[config.mk]
export PLATFORM = sky130hd
export DESIGN_NAME = denorm32
export DESIGN_NICKNAME = d
export VERILOG_FILES = /design/src/rtl/denorm32.sv
export SDC_FILE = /design/constraint.sdc
export NUM_CORES = 1
export LEC_CHECK = 0
export CAP_MARGIN = 20
export CORE_MARGIN = 2
export CORE_UTILIZATION = 55
export DETAILED_ROUTE_END_ITERATION = 10
export PLACE_DENSITY = 0.94
export SYNTH_ARGS = -nofsm -noshare
export SYNTH_HDL_FRONTEND = slang
export SYNTH_SLANG_ARGS = --single-unit
export TNS_END_PERCENT = 10
[constraint.sdc]
create_clock -name clock -period 3.17 [get_ports clock]
set_input_delay 0.4755 -clock clock [delete_from_list [all_inputs] [get_ports clock]]
set_output_delay 0.4755 -clock clock [all_outputs]
set_load 0.05 [all_outputs]
[src/rtl/denorm32.sv]
`timescale 1ns/1ps
`default_nettype none
// ============================================================================
//  Module      : denorm32
//  Description : Two-stage pipelined 32-bit logical right shifter with sticky
//                bit, used to denormalize a value by a leading-zero count.
//                Stage 1 shifts by whole bytes; stage 2 shifts by the
//                residual 0..7 bits. Valid/ready handshake on both sides.
//  Revision    : 1.0 - initial release
// ============================================================================
module denorm32 (
    input  logic        clock,
    input  logic        reset,
    input  logic        I_Valid,
    input  logic [31:0] I_Data,
    input  logic [4:0]  I_Num,
    output logic        O_Ready,
    output logic        O_Valid,
    output logic [31:0] O_Data,
    output logic        O_Sticky,
    input  logic        I_Ready,
    output logic        O_Busy
);

    localparam int unsigned c_DATA_W = 32;
    localparam int unsigned c_FINE_W = 3;

    // Stage 1 registers: byte-shifted data, residual count, partial sticky
    logic                r_s1_valid;
    logic [c_DATA_W-1:0] r_s1_data;
    logic [c_FINE_W-1:0] r_s1_fine;
    logic                r_s1_sticky;

    // Stage 2 registers: the block outputs
    logic                r_s2_valid;
    logic [c_DATA_W-1:0] r_s2_data;
    logic                r_s2_sticky;

    // Pipeline control
    logic                w_s2_en;
    logic                w_s1_en;

    // Datapath
    logic [c_DATA_W-1:0] w_byte_data;
    logic                w_byte_sticky;
    logic [c_DATA_W-1:0] w_fine_data;
    logic [7:0]          w_fine_mask;
    logic                w_fine_sticky;

    // Stage 2 can take a new item when it is empty or draining this cycle;
    // stage 1 can take one when it is empty or advancing into stage 2.
    assign w_s2_en = !r_s2_valid || I_Ready;
    assign w_s1_en = !r_s1_valid || w_s2_en;

    // Coarse shift by I_Num[4:3] whole bytes; the bytes dropped feed sticky
    always_comb begin
        w_byte_data   = I_Data;
        w_byte_sticky = 1'b0;
        case (I_Num[4:3])
            2'd1: begin
                w_byte_data   = {8'h00, I_Data[31:8]};
                w_byte_sticky = |I_Data[7:0];
            end
            2'd2: begin
                w_byte_data   = {16'h0000, I_Data[31:16]};
                w_byte_sticky = |I_Data[15:0];
            end
            2'd3: begin
                w_byte_data   = {24'h000000, I_Data[31:24]};
                w_byte_sticky = |I_Data[23:0];
            end
            default: begin
                w_byte_data   = I_Data;
                w_byte_sticky = 1'b0;
            end
        endcase
    end

    // Fine shift by 0..7 bits; only the low byte can be shifted out here
    assign w_fine_data   = r_s1_data >> r_s1_fine;
    assign w_fine_mask   = ~(8'hFF << r_s1_fine);
    assign w_fine_sticky = r_s1_sticky | (|(r_s1_data[7:0] & w_fine_mask));

    // Stage 1: capture an accepted input, otherwise hold or empty out
    always_ff @(posedge clock or negedge reset) begin
        if (!reset) begin
            r_s1_valid  <= 1'b0;
            r_s1_data   <= '0;
            r_s1_fine   <= '0;
            r_s1_sticky <= 1'b0;
        end else if (w_s1_en) begin
            r_s1_valid <= I_Valid;
            if (I_Valid) begin
                r_s1_data   <= w_byte_data;
                r_s1_fine   <= I_Num[2:0];
                r_s1_sticky <= w_byte_sticky;
            end
        end
    end

    // Stage 2: load from stage 1; data only changes when a real item arrives
    always_ff @(posedge clock or negedge reset) begin
        if (!reset) begin
            r_s2_valid  <= 1'b0;
            r_s2_data   <= '0;
            r_s2_sticky <= 1'b0;
        end else if (w_s2_en) begin
            r_s2_valid <= r_s1_valid;
            if (r_s1_valid) begin
                r_s2_data   <= w_fine_data;
                r_s2_sticky <= w_fine_sticky;
            end
        end
    end

    assign O_Ready  = w_s1_en;
    assign O_Valid  = r_s2_valid;
    assign O_Data   = r_s2_data;
    assign O_Sticky = r_s2_sticky;
    assign O_Busy   = r_s1_valid | r_s2_valid;

endmodule
`default_nettype wire

Word level (Yosys, flattened, before mapping)

Cells that the tools add are included.

Register bits after elaboration: 71
Input port bits: 41
Output and inout port bits: 36

Equality and inequality tests: 3
Shift operators: 2
Multiplexer cells: 2
Bitwise operators: 4
Reduce and logical (&&, ||, !) cells: 10

Operator list:

| kind                  | number |
|---|---|
| $pmux W32 S3          | 1 |
| $shr A32 B3 Y32       | 1 |
| $reduce_or A24 Y1     | 1 |
| $reduce_or A16 Y1     | 1 |
| $reduce_or A8 Y1      | 2 |
| $and A8 B8 Y8         | 1 |
| $not A8 Y8            | 1 |
| $shl A8 B3 Y8 const A | 1 |
| $eq A2 B2 Y1 const B  | 2 |
| $reduce_and A2 Y1     | 2 |
| $pmux W1 S3           | 1 |
| $eq A2 B1 Y1 const B  | 1 |
| $logic_not A1 Y1      | 2 |
| $logic_or A1 B1 Y1    | 2 |
| $or A1 B1 Y1          | 2 |

Longest topological paths before layout

Gate-level depths: netlist of the first run.

Depth after elaboration: 5
Mapped depth: 7
Mapped depth without buffers: 4

Worst setup path after synthesis of the first run

No wires, ideal clock.

Path kind: register to register
Start point: register r_s2_valid (netlist: O_Valid)
End point: register r_s1_fine[0]
Arrival: 2064 ps
Required time: 3045 ps
Setup slack: 981 ps
Cell stages (with the launch flop): 5
Path buffers: 1
Cells stage by stage: dfrtp_1 -> nand3b_1 -> nand2_1 -> buf_2 -> mux2_2

Longest elaborated chain between the ends: 4

Ends and longest elaborated chain:

| element                     | RTL line | source |
|---|---|---|
| start: declaration          | 35       | `logic r_s2_valid;` |
| start signal: assignment    | 108      | `r_s2_valid <= r_s1_valid;` |
| $logic_not A1 Y1            | 52       | `assign w_s2_en = !r_s2_valid \|\| I_Ready;` |
| $logic_or A1 B1 Y1          | 52       |  |
| $logic_or A1 B1 Y1          | 53       | `assign w_s1_en = !r_s1_valid \|\| w_s2_en;` |
| net O_Ready                 | 17       | `output logic O_Ready,` |
| $reduce_and A2 Y1 (no line) | --       |  |
| end signal: assignment      | 95       | `r_s1_fine <= I_Num[2:0];` |
| end: declaration            | 31       | `logic [c_FINE_W-1:0] r_s1_fine;` |

The timed path passes the listed nets, and every way through them passes these cells.
A chain may end at the register's enable or synchronous reset.

Worst setup path after layout of the first run

Start point: input port I_Ready
End point: output port O_Ready

Longest elaborated chain between the ends: 2

Ends and longest elaborated chain:

| element            | RTL line | source |
|---|---|---|
| start: declaration | 21       | `input logic I_Ready,` |
| $logic_or A1 B1 Y1 | 52       |  |
| $logic_or A1 B1 Y1 | 53       |  |
| end: declaration   | 17       |  |

No other way between the ends.

==> flow_summary.ini, run 1 <==
[outcome]
status = complete, no violations

[power]
seqPwrFrac = 0.380
p_leak_uw = 0.00216
p_sw_uw = 1260
fin_total_pwr_uw = 3320
p_int_uw = 2050
swShare = 0.381
pwr-share-comb = 0.384
ir_drop_mv = 0.252
powerDensity_mw_per_mm2 = 642
power.share.clock = 0.236

[placed_design]
place_congestion = 0.970
dp_slack_ns = 0.751
dpl_cell_area_mm2 = 0.00495
dp_hpwl_mm = 7.78
io_buffer_count = 76

[timing]
slew_headroom = 0.330
final.setup.tns_ns = 0
fmax_ghz = 0.411
rsz0062_at_grt = no
hold_violations = 0
period_share = 0.767
setup_viol = 0
hold_ws_ns = 0.121
setup_ws_ns = 0.738
skew_ns = 0.0148
worst_slew_pin_slew_ns = 1.00
maxSlewViolCount = 0
post-route-min-period_ns = 2.43

[layout]
final_area_mm2 = 0.00517
final_common_cell = nand2_1
fin_nets = 505
n_antenna_cell = 0
nFillCells = 534
drive_gt1_frac = 0.136
area_delta_synth_final_pct = 23.6
final_cell_mix = nand2_1 (86), clkdlybuf4s50_1 (75), dfrtp_1 (70)

[critical_path]
crit_cells = 3
cp.arrival_ns = 1.96
start_kind = input pin
cpMostUsedCell = clkdlybuf4s50_1
timing.reg2reg.setup_slack_ns = 0.95
crit_fanout = 4
crit_family = buffers and inverters
cp_num_buf_inv = 2
critical_path_class = input pin to primary output
slowest_stage = clkdlybuf4s50_1
end_kind = primary output
crit_required_ns = 2.69
slowest_delay_ns = 0.83
rr_worst_depth = 3
crit_chain = clkdlybuf4s50_1 > nand3b_1 > clkdlybuf4s50_1

[drt]
drt_wl_total_mm = 10.7
wl_met2_mm = 5.26
highest_layer = met4
route.met3.wl_um = 652
postRouteAntennaNets = 0
dr.pass1.iters = 5
wl_met1_mm = 4.47
vias = 3427
drtIter0Drc = 323
routed_via_density = 6.03
drc_errors = 0
wl_per_cell_um = 18.8

[job]
cap_viol_max_count = 0

[floorplan]
num_rows = 31
core_mm2 = 0.00729
start_util = 0.574
die_area_mm2 = 0.00832
die_x_um = 91.2
io_pins = 77
die_h_um = 91.2

[synth]
synth_nets = 442
synth-async-reset-ratio = 1.00
synth_area_mm2 = 0.00418
ys.flop_type = dfrtp_1
synthCells = 401
ys_ff_latch = 71
syn_area_per_cell_um2 = 10.4
yosysWarnings = 0
synth_edf_count = 0
synth_cell_types = 32
synth_seq_area_share = 0.425

[clock_network]
h-tree-depth = 3
cts_buffers = 9
postCtsSetupRepairBufs = 0
cts_sinks = 71
cts.clk_slew.worst_paths_ns = 0.07
cts_tree = built
cts_buffer_depth = 2
cts-resized-gates = 0
clkLatencyLatePin_ns = 0.35
root_buffer = clkbuf_8
cts_hold_buf = 0

[global_route]
overflow = 0
grt_first_pass_wirelength_mm = 17.4
grt_pass1_vias = 3342
grt_max_degree = 64
grt_antenna_before_repair = 0
track_usage = 0.269

[min_path]
min_path_type = input pin to async pin
[layout make-up]
class,count,area (um^2),area share
Multi-Input combinational cell,297,2220,0.430
Sequential cell,71,1780,0.344
Timing Repair Buffer,84,828,0.160
Clock buffer,12,145,0.0281
Tap cell,99,124,0.0240
Clock inverter,4,70.1,0.0136
Inverter,1,3.75,0.000726
[synthesized netlist by cell type, drive strengths merged, types with 3 or more instances]
cell type  instances  share of area
nand2             86          0.077
o21ai             64          0.077
o31ai             10          0.018
dfrtp             71           0.42
a21oi             15          0.019
nand2b             3         0.0045
mux2              11          0.030
buf               21          0.034
nor4               6         0.0090
nor2              14          0.013
mux2i             45           0.11
mux4              28           0.15
clkbuf            11         0.0099
[flip-flops by register name (all words and copies together), names as in the netlist]
register	count
O_Data	32
r_s1_data	32
r_s1_fine	3
O_Sticky	1
O_Valid	1
r_s1_sticky	1
r_s1_valid	1
[final timing paths]
check,end,start
min in group clock,O_Data[5]$_DFFE_PN0P_,O_Data[5]$_DFFE_PN0P_
max,O_Ready,I_Ready
min,O_Data[1]$_DFFE_PN0P_,reset
max in group asynchronous,r_s1_data[20]$_DFFE_PN0P_,reset
min reg2reg,O_Data[5]$_DFFE_PN0P_,O_Data[5]$_DFFE_PN0P_
max reg2reg,O_Data[1]$_DFFE_PN0P_,r_s1_fine[0]$_DFFE_PN0P_
[routing by layer]
layer | GRT usage | up-vias
met5 | 0 | -
met4 | 0.0922 | 0
met3 | 0.0614 | 26
met2 | 0.444 | 164
met1 | 0.354 | 1651
li1 | - | 1586
[kinds of logic after synthesis]
| group | Yosys count | share of synthesized area |
|---|---|---|
| AO/OA/AOI/OAI | 97 | 0.129 |
| buffers and inverters | 33 | 0.0443 |
| flip-flops | 71 | 0.425 |
| multiplexers | 84 | 0.289 |
| AND/OR/NAND/NOR | 116 | 0.113 |
[worst reg2reg max path, stage by stage, from the launching register on]
cell and delay (ns):
dfrtp_2 1.02, mux4_1 0.72, mux2i_1 0.23, o21ai_1 0.10
[power groups by stage]
stage,combinational (uW),sequential [uW],clock (uW)
6_report,1270,1260,783
5_1_grt,1350,1290,828
4_1_cts,1280,1260,785
3_5_place_dp,1260,1270,0
3_3_place_gp,1220,1250,0
2_1_floorplan,550,1560,0
[through the flow]
stage               instances   util
finish                    568  0.709
global route              568  0.709
detailed placement        552  0.679
floorplan                 401      -
CTS                       568  0.709
global placement          551  0.677
Note: power is estimated with default switching activity, not from simulation.
==> run 2: changes to the inputs <==
Settings changed: CORE_UTILIZATION 55 to 48, PLACE_DENSITY 0.94 to 0.88.
Clock period 3.17 ns to 2.1 ns, I/O delays scaled along.
==> flow_summary.ini, run 2 (same netlist as run 1, synthesis figures left out) <==
[placed_design]
place_congestion = 0.941
dpl_cell_area_mm2 = 0.00509
io_buffer_count = 76
dp_slack_ns = 0.255
dp_hpwl_mm = 7.84

[clock_network]
postCtsSetupRepairBufs = 0
clkLatencyLatePin_ns = 0.35
cts_sinks = 71
cts_buffer_depth = 2
cts_tree = built
cts_buffers = 9
root_buffer = clkbuf_8
h-tree-depth = 3
cts.clk_slew.worst_paths_ns = 0.08

[job]
cap_viol_max_count = 0

[critical_path]
r2r_start = r_s1_fine[0]$_DFFE_PN0P_
slowest_stage = clkdlybuf4s50_1
crit_fanout = 4
start_kind = flip-flop
cp_num_buf_inv = 1
crit_family = buffers and inverters
crit_chain = clkdlybuf4s50_1
crit_required_ns = 1.78
startpoint = O_Valid$_DFFE_PN0P_
cp.arrival_ns = 1.56
slowest_delay_ns = 0.81
critical_path_class = flip-flop to primary output
end_kind = primary output

[layout]
final_area_mm2 = 0.00530
n_antenna_cell = 0
final_common_cell = nand2_1
fin_nets = 515
final_cell_mix = nand2_1 (86), clkdlybuf4s50_1 (73), dfrtp_1 (69)
area_delta_synth_final_pct = 26.7
drive_gt1_frac = 0.161

[outcome]
status = complete, no violations

[floorplan]
die_h_um = 97.4
num_rows = 34
die_area_mm2 = 0.00948
io_pins = 77
die_x_um = 97.4
start_util = 0.487
core_mm2 = 0.00859

[timing]
worst_slew_pin_slew_ns = 0.647
maxSlewViolCount = 0
fmax_ghz = 0.533
hold_violations = 0
setup_viol = 0
hold_ws_ns = 0.482
rsz0062_at_grt = no
skew_ns = 0.0113
final.setup.tns_ns = 0
period_share = 0.893
slew_headroom = 0.569
setup_ws_ns = 0.225
post-route-min-period_ns = 1.87

[global_route]
grt_max_degree = 69
grt_first_pass_wirelength_mm = 16.8
track_usage = 0.221
grt_pass1_vias = 3284
grt_antenna_before_repair = 0
overflow = 0

[power]
ir_drop_mv = 0.342
swShare = 0.391
powerDensity_mw_per_mm2 = 926
pwr-share-comb = 0.405
seqPwrFrac = 0.375
p_leak_uw = 0.00222
p_int_uw = 2990
p_sw_uw = 1920
power.share.clock = 0.220

[drt]
wl_per_cell_um = 17.2
drt_wl_total_mm = 10.1
drtIter0Drc = 232
dr.pass1.iters = 5
postRouteAntennaNets = 0
vias = 3366
routed_via_density = 5.73
drc_errors = 0

[min_path]
holdCritStartpoint = O_Data[4]$_DFFE_PN0P_
min_path_type = flip-flop to flip-flop
==> run 2: changes by cell type in the layout (fill, tap and decap cells not counted) <==
cell	change
clkinvlp_4	+2
dlygate4sd3_1	+1
dfrtp_1	-1
clkdlybuf4s50_1	-2
buf_4	+5
clkbuf_8	-1
clkbuf_1	-2
bufinv_16	-1
clkinv_4	+1
buf_12	+5
dlygate4sd2_1	+1
dfrtp_2	+1
inv_6	+1
==> run 2: metal layers <==
layer  share of wire  global-route usage  up-vias
met1            0.45               0.312     1599
met4           0.018              0.0620        0
li1                -                   -     1618
met2            0.48               0.347      132
met3           0.058              0.0496       17
met5               0                   0        -
==> run 2: repair_timing <==
action                                  CTS  global route
hold buffers                              1             0
gates resized for setup                   1             0
endpoints found under the setup margin    1             0
endpoints found under the hold margin    14             0
==> run 2: power groups by stage <==
| stage | Clock, uW | Sequential (uW) | Combinational (uW) |
|---|---|---|---|
| after global placement | 0 | 1850 | 1950 |
| final | 1080 | 1840 | 1990 |
| after floorplan | 0 | 2350 | 830 |
| after detailed placement | 0 | 1870 | 1990 |
| after global routing | 1150 | 1880 | 2120 |
| after CTS | 1100 | 1840 | 2000 |
==> run 2: path summary, 6_finish.rpt <==
| kind | endpoint | slack (ns) | cells past startpoint |
|---|---|---|---|
| worst max-delay path | O_Valid | 0.23 | 1 |
| worst min-delay path | O_Data[4]$_DFFE_PN0P_ | 0.48 | 2 |
| worst max register to register | O_Data[5]$_DFFE_PN0P_ | 0.35 | 4 |
| worst min register to register | O_Data[4]$_DFFE_PN0P_ | 0.48 | 2 |
| max in group asynchronous | r_s1_data[7]$_DFFE_PN0P_ | 0.97 | 3 |
| min in group asynchronous | r_s1_data[18]$_DFFE_PN0P_ | 0.52 | 2 |
==> run 2: through the flow <==
stage	utilization	power, uW	std cells
global placement	0.593	3800	570
finish	0.617	4910	587
CTS	0.617	4940	587
global route	0.617	5150	587
detailed placement	0.593	3860	570
floorplan	-	3180	401
==> run 2: final cells by class <==
type	count	area (um^2)
clock buffers	9	124
inverters	1	3.75
clock inverters	7	72.6
flip-flops and latches	71	1780
fillers	680	3290
repair buffers	94	965
well taps	108	135
multi-input cells	297	2220
==> run 3: changes to the inputs <==
Settings changed: CORE_UTILIZATION 48 to 55, DONT_BUFFER_PORTS set to 1, PLACE_DENSITY 0.88 to 0.84.
==> flow_summary.ini, run 3 (same netlist as run 1, synthesis figures left out) <==
[critical_path]
critical_path_class = flip-flop to flip-flop
slowest_stage = mux4_1
rr_worst_depth = 4
crit_cells = 4
crit_required_ns = 2.32
crit_fanout = 21
cp_num_buf_inv = 1
start_kind = flip-flop
cp.arrival_ns = 1.95
end_kind = flip-flop
slowest_delay_ns = 0.60
crit_chain = buf_12 > mux4_1 > mux2i_1 > o21ai_0
crit_family = multiplexers

[timing]
worst_slew_pin_slew_ns = 0.534
rsz0062_at_grt = no
slew_headroom = 0.643
maxSlewViolCount = 0
skew_ns = 0.00981
fmax_ghz = 0.577
setup_viol = 0
period_share = 0.826
final.setup.tns_ns = 0
hold_ws_ns = 0.0618
hold_violations = 0
post-route-min-period_ns = 1.73

[global_route]
grt_pass1_vias = 3038
overflow = 0
grt_antenna_before_repair = 0
grt_first_pass_wirelength_mm = 15.2
track_usage = 0.236
grt_max_degree = 72

[power]
p_leak_uw = 0.00189
powerDensity_mw_per_mm2 = 1020
ir_drop_mv = 0.349

[clock_network]
cts_sinks = 71
cts_buffers = 9
h-tree-depth = 3
cts_tree = built
root_buffer = clkbuf_8
cts.clk_slew.worst_paths_ns = 0.08
clkLatencyLatePin_ns = 0.35
cts_hold_buf = 2
cts-resized-gates = 0
postCtsSetupRepairBufs = 0
cts_buffer_depth = 2

[min_path]
hold_depth = 1
min_path_type = input pin to flip-flop

[floorplan]
num_rows = 31
io_pins = 77
start_util = 0.574
die_h_um = 91.2
die_x_um = 91.2
core_mm2 = 0.00729
die_area_mm2 = 0.00832

[layout]
final_cell_mix = nand2_1 (85), dfrtp_1 (69), o21ai_0 (53)
area_delta_synth_final_pct = 7.27
fin_nets = 431
final_area_mm2 = 0.00449
drive_gt1_frac = 0.172
final_common_cell = nand2_1
n_antenna_cell = 0
nFillCells = 629
layout.cells.non_filler = 494

[placed_design]
dpl_cell_area_mm2 = 0.00423
dp_hpwl_mm = 6.98
io_buffer_count = 0
place_congestion = 0.925
dp.cells = 476

[outcome]
status = complete, no violations

[drt]
drc_errors = 0
drt_wl_total_mm = 9.40
vias = 3041
routed_via_density = 6.16
wl_per_cell_um = 19.0
postRouteAntennaNets = 0
drtIter0Drc = 263
dr.pass1.iters = 4

[job]
cap_viol_max_count = 0
==> run 3: path summary, 6_finish.rpt <==
| kind | startpoint | slack, ns | end |
|---|---|---|---|
| setup / recovery | r_s1_fine[0]$_DFFE_PN0P_ | 0.37 | O_Data[5]$_DFFE_PN0P_ |
| hold / removal | I_Num[4] | 0.06 | r_s1_data[23]$_DFFE_PN0P_ |
| min in group asynchronous | reset | 0.52 | O_Data[22]$_DFFE_PN0P_ |
| setup reg to reg | r_s1_fine[0]$_DFFE_PN0P_ | 0.37 | O_Data[5]$_DFFE_PN0P_ |
| hold reg to reg | r_s1_valid$_DFFE_PN0N_ | 0.54 | O_Valid$_DFFE_PN0P_ |
| max in group asynchronous | reset | 1.29 | r_s1_fine[0]$_DFFE_PN0P_ |
==> run 3: power by group <==
part,internal [uW],switching (uW)
clock network,669,512
logic,490,477
registers,1600,830
total,2760,1820
==> run 3: final cells by class <==
type	count	area, um^2	share of cell area
multi-input cells	297	2220	0.496
flip-flops and latches	71	1780	0.397
repair buffers	10	135	0.0301
clock buffers	9	124	0.0276
well taps	99	124	0.0276
clock inverters	7	97.6	0.0218
inverters	1	3.75	0.000837
==> run 3: worst reg2reg max path: cells and delay by family (launching register included) <==
family | cells | cell delay (ns)
flip-flops | 1 | 0.50
buffers and inverters | 1 | 0.23
AO/OA/AOI/OAI | 1 | 0.11
multiplexers | 2 | 0.76
==> run 3: per-layer routing <==
layer | track usage | part of all wire | vias to the layer above | wire, um
met2 | 0.358 | 0.47 | 136 | 4390
li1 | - | - | 1441 | -
met5 | 0 | 0 | - | 0
met1 | 0.318 | 0.43 | 1454 | 4040
met3 | 0.0772 | 0.093 | 10 | 874
met4 | 0.0871 | 0.0099 | 0 | 93
==> run 3: metrics by stage <==
step                      setup WS, ns   util  power, uW
after floorplan                  0.107      -       3180
after global placement           0.460  0.580       3330
after detailed placement         0.369  0.580       3400
after CTS                        0.347  0.615       4600
after global routing             0.266  0.615       4810
final                            0.366  0.615       4580
